--- src/rtl/artemis_reset_pkg.sv ---
// Shared types and constants for the Artemis clock-tree reset sequencer.
//   state_e  : FSM state encoding, also the value seen on the state port
//   STATE_W  : width of the state code
//   FAIL_W   : width of the saturating failure counter
//   sat_inc  : saturating increment used for the failure counter
package artemis_reset_pkg;

    localparam int unsigned STATE_W = 3;
    localparam int unsigned FAIL_W  = 8;

    typedef enum logic [STATE_W-1:0] {
        ST_PLL_RST      = 3'd0,
        ST_WAIT_LOCK    = 3'd1,
        ST_LOCK_STABLE  = 3'd2,
        ST_SYS_RST_HOLD = 3'd3,
        ST_RUN          = 3'd4
    } state_e;

    // Increment that holds at all-ones instead of wrapping.
    function automatic logic [FAIL_W-1:0] sat_inc(input logic [FAIL_W-1:0] v);
        return (v == '1) ? v : v + FAIL_W'(1);
    endfunction

endpackage

--- src/rtl/artemis_sync2.sv ---
// Two-flop synchronizer for a single asynchronous level.
//   clk   : destination clock
//   rst_n : async active-low reset, clears both flops to 0
//   d     : asynchronous input
//   q     : synchronized output, two clk cycles of latency
module artemis_sync2 (
    input  logic clk,
    input  logic rst_n,
    input  logic d,
    output logic q
);

    logic meta;

    // First flop may go metastable; second gives it a cycle to resolve.
    always_ff @(posedge clk or negedge rst_n) begin
        if (!rst_n) begin
            meta <= 1'b0;
            q    <= 1'b0;
        end else begin
            meta <= d;
            q    <= meta;
        end
    end

endmodule

--- src/rtl/artemis_reset_seq.sv ---
// Power-up and lock-supervision sequencer for the Artemis clock tree.
// Holds the PLL in reset, waits for lock, requires lock to stay stable,
// holds system reset a while longer, then raises ready. Lock timeouts and
// lock losses restart the PLL and are counted for debug.
//   clk        : free-running 100 MHz board clock
//   rst_n      : async active-low reset
//   pll_locked : PLL LOCKED, asynchronous to clk
//   sw_rst     : single-cycle request to restart the full sequence
//   pll_rst    : active-high PLL reset
//   sys_rst    : active-high system reset
//   ready      : high only in RUN
//   state      : current FSM state code
//   fail_count : timeouts plus lock losses, saturating
module artemis_reset_seq
    import artemis_reset_pkg::*;
#(
    parameter int unsigned PLL_RST_CYCLES      = 16,
    parameter int unsigned LOCK_TIMEOUT_CYCLES = 20000,
    parameter int unsigned LOCK_STABLE_CYCLES  = 1024,
    parameter int unsigned SYS_RST_CYCLES      = 256,
    parameter int unsigned CNT_W               = 16
) (
    input  logic               clk,
    input  logic               rst_n,
    input  logic               pll_locked,
    input  logic               sw_rst,
    output logic               pll_rst,
    output logic               sys_rst,
    output logic               ready,
    output logic [STATE_W-1:0] state,
    output logic [FAIL_W-1:0]  fail_count
);

    // Terminal counts: each timed state exits on the cycle its counter hits these.
    localparam logic [CNT_W-1:0] PLL_LAST     = CNT_W'(PLL_RST_CYCLES - 1);
    localparam logic [CNT_W-1:0] TIMEOUT_LAST = CNT_W'(LOCK_TIMEOUT_CYCLES - 1);
    localparam logic [CNT_W-1:0] STABLE_LAST  = CNT_W'(LOCK_STABLE_CYCLES - 1);
    localparam logic [CNT_W-1:0] SYS_LAST     = CNT_W'(SYS_RST_CYCLES - 1);

    logic              lock_s;
    state_e            state_q;
    state_e            state_d;
    logic [CNT_W-1:0]  cnt_q;
    logic [CNT_W-1:0]  cnt_d;
    logic [FAIL_W-1:0] fail_d;
    logic              pll_rst_d;
    logic              sys_rst_d;
    logic              ready_d;

    // Bring LOCKED into the clk domain; every decision below uses lock_s.
    artemis_sync2 u_lock_sync (
        .clk   (clk),
        .rst_n (rst_n),
        .d     (pll_locked),
        .q     (lock_s)
    );

    // State, counter, failure count and registered outputs.
    always_ff @(posedge clk or negedge rst_n) begin
        if (!rst_n) begin
            state_q    <= ST_PLL_RST;
            cnt_q      <= '0;
            fail_count <= '0;
            pll_rst    <= 1'b1;
            sys_rst    <= 1'b1;
            ready      <= 1'b0;
        end else begin
            state_q    <= state_d;
            cnt_q      <= cnt_d;
            fail_count <= fail_d;
            pll_rst    <= pll_rst_d;
            sys_rst    <= sys_rst_d;
            ready      <= ready_d;
        end
    end

    // Next state, counter and failure count; sw_rst overrides everything.
    always_comb begin
        state_d = state_q;
        cnt_d   = cnt_q;
        fail_d  = fail_count;

        if (sw_rst) begin
            state_d = ST_PLL_RST;
            cnt_d   = '0;
        end else begin
            unique case (state_q)
                ST_PLL_RST: begin
                    if (cnt_q == PLL_LAST) begin
                        state_d = ST_WAIT_LOCK;
                        cnt_d   = '0;
                    end else begin
                        cnt_d = cnt_q + CNT_W'(1);
                    end
                end
                ST_WAIT_LOCK: begin
                    if (lock_s) begin
                        state_d = ST_LOCK_STABLE;
                        cnt_d   = '0;
                    end else if (cnt_q == TIMEOUT_LAST) begin
                        state_d = ST_PLL_RST;
                        cnt_d   = '0;
                        fail_d  = sat_inc(fail_count);
                    end else begin
                        cnt_d = cnt_q + CNT_W'(1);
                    end
                end
                ST_LOCK_STABLE: begin
                    // A dropout here is treated as lock not yet settled, not a failure.
                    if (!lock_s) begin
                        state_d = ST_WAIT_LOCK;
                        cnt_d   = '0;
                    end else if (cnt_q == STABLE_LAST) begin
                        state_d = ST_SYS_RST_HOLD;
                        cnt_d   = '0;
                    end else begin
                        cnt_d = cnt_q + CNT_W'(1);
                    end
                end
                ST_SYS_RST_HOLD: begin
                    if (!lock_s) begin
                        state_d = ST_PLL_RST;
                        cnt_d   = '0;
                        fail_d  = sat_inc(fail_count);
                    end else if (cnt_q == SYS_LAST) begin
                        state_d = ST_RUN;
                        cnt_d   = '0;
                    end else begin
                        cnt_d = cnt_q + CNT_W'(1);
                    end
                end
                ST_RUN: begin
                    if (!lock_s) begin
                        state_d = ST_PLL_RST;
                        cnt_d   = '0;
                        fail_d  = sat_inc(fail_count);
                    end
                end
                default: begin
                    state_d = ST_PLL_RST;
                    cnt_d   = '0;
                end
            endcase
        end

        // Outputs follow the state being entered so they register alongside it.
        pll_rst_d = (state_d == ST_PLL_RST);
        sys_rst_d = (state_d != ST_RUN);
        ready_d   = (state_d == ST_RUN);
    end

    assign state = state_q;

endmodule
--- config.mk ---
export PLATFORM = sky130hd
export DESIGN_NAME = artemis_reset_seq
export DESIGN_NICKNAME = d
export VERILOG_FILES = /design/src/rtl/artemis_reset_pkg.sv /design/src/rtl/artemis_sync2.sv /design/src/rtl/artemis_reset_seq.sv
export SDC_FILE = /design/constraint.sdc
export NUM_CORES = 1
export LEC_CHECK = 0
export CAP_MARGIN = 20
export CORE_UTILIZATION = 50
export DETAILED_ROUTE_END_ITERATION = 10
export HOLD_SLACK_MARGIN = 0.02
export PLACE_DENSITY = 0.71
export SYNTH_ARGS = -nofsm -noshare
export SYNTH_HDL_FRONTEND = slang
export SYNTH_HIERARCHICAL = 1
export SYNTH_SLANG_ARGS = --single-unit
--- constraint.sdc ---
create_clock -name clk -period 2.7 [get_ports clk]
set_input_delay 0.54 -clock clk [delete_from_list [all_inputs] [get_ports clk]]
set_output_delay 0.54 -clock clk [all_outputs]
set_load 0.005 [all_outputs]
Word-level counts from Yosys, hierarchy flattened
Cells that the tools add are included.
- bits in registers: 32
- output and inout port bits: 14
- add/sub/neg operators: 2
- eq/ne operators: 15
- muxes and demuxes: 25
- bitwise logic cells: 1
- reductions and logical operators: 5
- operators with widths (cell ; number):
    two-way mux 16 bit ; 9
    case mux 16 bit (5 select lines) ; 1
    two-way mux 8 bit ; 4
    two-way mux 3 bit ; 9
    adder 16 x 1 -> 16 bit (second input constant) ; 1
    == test 16 x 10 -> 1 bit (second input constant) ; 1
    == test 16 x 15 -> 1 bit (second input constant) ; 1
    == test 16 x 4 -> 1 bit (second input constant) ; 1
    == test 16 x 8 -> 1 bit (second input constant) ; 1
    case mux 8 bit (2 select lines) ; 1
    case mux 3 bit (5 select lines) ; 1
    adder 8 x 1 -> 8 bit (second input constant) ; 1
    == test 8 bit (second input constant) ; 1
    == test 3 x 2 -> 1 bit (second input constant) ; 2
    == test 3 bit (second input constant) ; 2
    logical NOT 3 bit ; 2
    inequality test 2 bit (second input constant) ; 3
    inequality test 3 bit (second input constant) ; 2
    AND reduction 5 bit ; 1
    == test 3 x 1 -> 1 bit (second input constant) ; 1
    nonzero test 2 bit ; 1
    OR reduction 2 bit ; 1
    inverter 1 bit ; 1

Depth between registers and ports, before layout
Gate-level depths: netlist of the first run.
- depth in word-level cells: 6
- mapped depth: 8
- gate-level depth less buffers: 7

Hierarchy
Netlist of the first run, hierarchy kept.
- by module, submodules not included (module ; times used ; cells each ; area each (um^2)):
    artemis_reset_seq ; 1 ; 194 ; 1766.7
    artemis_sync2 ; 1 ; 2 ; 50.0

Worst setup path after synthesis of the first run
Ideal clock, no wire load.
- path type: register -> register
- start point: reg cnt_q[0]
- end point: reg cnt_q[2]
- library setup time: 0.137 ns
- arrival: 1.892 ns
- data required time: 2.563 ns
- path slack: 0.672 ns
- cell stages (with the launch flop): 9
- buffers on the path: 1
- clock period less this slack: 2.028 ns
- cells stage by stage: dfrtp_1 ha_1 nand3_1 or4_1 o31ai_2 nand2_1 buf_2 o2111ai_1 o311ai_1
- word-level cells in the longest chain between the ends: 5
- elaborated cells on any way between the ends: 14
- classes of those cells: add/sub: 1; eq/ne: 4; mux: 9
- ends and longest elaborated chain (what ; RTL line ; source):
    from (decl) ; artemis_reset_seq.sv:43 ; logic [CNT_W-1:0] cnt_q;
    from (signal assigned) ; artemis_reset_seq.sv:69 ; cnt_q <= cnt_d;
    adder 16 x 1 -> 16 bit, or another cell as far along ; -- ;
    two-way mux 16 bit, on equally long branches ; artemis_reset_seq.sv:125, artemis_reset_seq.sv:100, artemis_reset_seq.sv:113 ;
    two-way mux 16 bit, on equally long branches ; artemis_reset_seq.sv:121, artemis_reset_seq.sv:97, artemis_reset_seq.sv:110 ;
    case mux 16 bit (5 select lines) (*) ; artemis_reset_seq.sv:87 ; unique case (state_q)
    two-way mux 16 bit (*) ; artemis_reset_seq.sv:83 ; if (sw_rst) begin
Mark *: on every way between the ends. The rest lies on a longest branch, timed or not.
A chain may end at the register's enable or synchronous reset.

Final worst setup path of the first run
- start point: reg cnt_q[0]
- end point: reg cnt_q[3]
Same word-level chain as after synthesis.

==> flow_metrics.py, run 1 <==
metrics = {
    "status": {
        "outcome": "completed",
    },
    "power_and_ir_drop": {
        "p_leak_nw": 0.868,
        "power.total_w": 0.000782,
        "vdd_drop_max_v": 0.000340,
        "power.density_mw_per_mm2": 375,
    },
    "timing": {
        "worstMarginPinSlew_ps": 577,
        "skew_ps": 6.76,
        "relSlewSlack_pct": 61.6,
        "hold_violations": 0,
        "setup_violations": 0,
        "min_period_ps": 2490,
        "tns_ps": 0,
        "slew_viol_final": 0,
        "fmax_ghz": 0.402,
        "fin_crit_sh_pct": 92.1,
        "grt_setup_unrepaired": "false",
    },
    "die": {
        "rows": 21,
        "die_area_mm2": 0.00388,
        "coreArea_mm2": 0.00342,
        "die_y_um": 62.3,
        "initial_core_util_pct": 53.2,
        "die_x_um": 62.3,
        "io_pins": 18,
    },
    "yosys": {
        "yosysSeqAreaShare_pct": 44.2,
        "postSynthAreaPerCell_um2": 9.27,
        "synthArstFlopShare_pct": 100,
        "synthTopCellsByArea": "dfrtp_1 (41%), nand2_1 (5.4%), nand4_1 (3.8%)",
        "synth_fa_ha_area_share_pct": 1.38,
        "yosys_warnings": 6,
        "synth_top_area_share_pct": 41.3,
        "synth-edff-count": 0,
        "synth_area_mm2": 0.00182,
        "synthXorXnorAreaFrac_pct": 4.34,
        "yosys.area.top_type": "dfrtp_1",
        "synth_compound_area_share_pct": 18.4,
        "syn_nets": 202,
        "synth_top_family_by_area": "simple AND/OR/NAND/NOR gates",
        "syn_inst": 196,
        "yosys.area_share.simple_pct": 25.6,
        "synth_mux_area_share_pct": 1.17,
        "synth_seq_cells": 32,
        "synth_flop_cell": "dfrtp_1",
        "ys_types": 48,
    },
    "worst_setup_path": {
        "critPathKind": "flip-flop to flip-flop",
        "worst_setup_path_start_kind": "flip-flop",
        "critPathRequiredTime_ps": 2910,
        "cp.arrival_ps": 2700,
        "cp_max_fo": 13,
        "r2r_slack_ps": 210,
        "worst_setup_path_end_kind": "flip-flop",
    },
    "cts": {
        "cts_tree": "done",
        "clk_pin_slew_worst_paths_ps": 100,
        "cts_buffer_depth": 2,
        "clockRootBuffer": "clkbuf_4",
        "postCtsSetupBuffers": 0,
        "cts_hold_buffers": 0,
        "cts_sinks": 32,
        "cts_inserted_buffers": 5,
        "clk_latency_ps": 340,
        "ctsResizeCount": 0,
        "cts.htree.levels": 2,
    },
    "grt": {
        "use_met3_pct": 5.15,
        "grt_util_met2_pct": 36.3,
        "grt_overflow_total": 0,
        "global_route.usage.met1_pct": 29.9,
        "grt_pass1_wl_um": 6940,
        "gr-max-usage-layer": "met2",
        "antenna_found_initial": 0,
        "grt_max_degree": 33,
        "grt_pass1_vias": 1468,
        "grt.total_usage_pct": 22.8,
    },
    "place": {
        "place.gp.congestion": 0.879,
        "portBuffers": 17,
        "dp_hpwl_um": 2890,
        "placed_area_mm2": 0.00204,
    },
    "finish": {
        "drive_above_1_share_pct": 10.6,
        "utilization_pct": 61.0,
        "nNetsFinal": 222,
        "final_cell_area_mm2": 0.00208,
        "area.growth.synth_to_final_pct": 14.7,
        "diodes": 0,
        "nFillCells": 306,
    },
    "route": {
        "dr.pass1.iters": 4,
        "routed_via_density": 5.96,
        "routed_wl_um": 4090,
        "wl_per_cell_um": 15.6,
        "drtIter0Drc": 98,
        "vias": 1561,
        "drc_errors": 0,
        "ant_nets": 0,
    },
    "run": {
        "maxCapViolCount": 0,
    },
    "min_path": {
        "hold_class": "flip-flop to flip-flop",
    },
}
[routing by layer]
| layer | share of wire (%) | vias to the layer above | wire (µm) |
|---|---|---|---|
| met5 | 0 | - | 0 |
| met4 | 1.7 | 0 | 68 |
| met3 | 3.6 | 7 | 146 |
| met2 | 48 | 31 | 1960 |
| met1 | 47 | 757 | 1910 |
| li1 | - | 766 | - |
[synthesized netlist by cell type, types with 2 or more instances]
| cell | instances |
|---|---|
| dfstp_2 | 2 |
| and3_1 | 4 |
| dfrtp_1 | 30 |
| xnor2_1 | 6 |
| buf_2 | 4 |
| a31oi_1 | 2 |
| nand2b_1 | 2 |
| nand3_1 | 12 |
| nor2_1 | 11 |
| clkbuf_1 | 4 |
| o311ai_0 | 2 |
| xor2_1 | 3 |
| o2111ai_1 | 5 |
| nand4_1 | 11 |
| o211ai_1 | 5 |
| and4_1 | 2 |
| nor3_1 | 7 |
| nor2b_1 | 2 |
| o21ai_0 | 7 |
| nor3b_1 | 2 |
| ha_1 | 2 |
| nand2_1 | 26 |
| o311ai_1 | 4 |
| o21a_1 | 2 |
| o21ai_1 | 6 |
| o31ai_1 | 2 |
| and2_1 | 3 |
| inv_1 | 8 |
[where the power goes]
part	switching (W)	internal (W)
logic	0.0000234	0.0000144
clock network	0.000159	0.0000957
registers	0.00000583	0.000484
[area by class of cell]
type | count | area [µm²] | area share, %
Sequential cell | 32 | 803 | 38.5
Clock inverter | 1 | 5.00 | 0.240
Inverter | 8 | 30.0 | 1.44
Multi-Input combinational cell | 145 | 925 | 44.4
Timing Repair Buffer | 24 | 223 | 10.7
Clock buffer | 6 | 41.3 | 1.98
Tap cell | 46 | 57.6 | 2.76
[cells in the final DEF (no fill, tap or decap), types with 7 or more instances in the layout]
cell / synthesis / routed
nand3_1: 12 / 12
nand2_1: 26 / 26
buf_4: 1 / 7
inv_1: 8 / 8
dfrtp_1: 30 / 30
o21ai_0: 7 / 7
clkdlybuf4s50_1: 0 / 17
nor3_1: 7 / 7
nor2_1: 11 / 11
nand4_1: 11 / 11
[per-stage QoR]
step                      setup slack, ps  hold slack (ps)  std cells
after floorplan                       672              244        196
after global placement                400              333        255
after detailed placement              254              335        255
after CTS                             222              357        262
after global routing                 17.7              364        262
final                                 213              356        262
[state kept, by name, summed over array words and instances, names as in the netlist]
register / flops
u_lock_sync/q: 1
fail_count: 8
pll_rst: 1
ready: 1
state: 3
sys_rst: 1
u_lock_sync/meta: 1
cnt_q: 16
[cell families (layout without fill, tap and decap cells)]
group,after synthesis,count (layout)
fa+ha+maj,2,2
flops,32,32
buf+inv,19,39
mux,2,2
simple gates,88,88
compound gates,44,44
xor+xnor,9,9
[critical path: stages (launching register included)]
cell	delay, ps
dfrtp_1	420
ha_1	210
nand3_1	140
or4_1	470
o31ai_2	240
nand2_1	330
o21ai_2	250
buf_4	180
o311ai_1	110
[worst paths after layout]
path | start | cells after the start | to
max | cnt_q[0]$_DFFE_PN0P_ | 8 | cnt_q[3]$_DFFE_PN0P_
min | u_lock_sync/meta$_DFF_PN0_ | 0 | u_lock_sync/q$_DFF_PN0_
max reg2reg | cnt_q[0]$_DFFE_PN0P_ | 8 | cnt_q[3]$_DFFE_PN0P_
min reg2reg | u_lock_sync/meta$_DFF_PN0_ | 0 | u_lock_sync/q$_DFF_PN0_
max in group asynchronous | rst_n | 2 | pll_rst$_DFF_PN1_
min in group asynchronous | rst_n | 2 | cnt_q[2]$_DFFE_PN0P_
Note: power is estimated with default switching activity, not from simulation.
==> run 2, diff against run 1 <==
--- a/config.mk
+++ b/config.mk
@@ -5,7 +5,6 @@
 export SDC_FILE = /design/constraint.sdc
 export NUM_CORES = 1
 export LEC_CHECK = 0
-export CAP_MARGIN = 20
 export CORE_UTILIZATION = 50
 export DETAILED_ROUTE_END_ITERATION = 10
 export HOLD_SLACK_MARGIN = 0.02
==> results of run 2 <==
Final layout, timing and power as in run 1 (identical DEF).
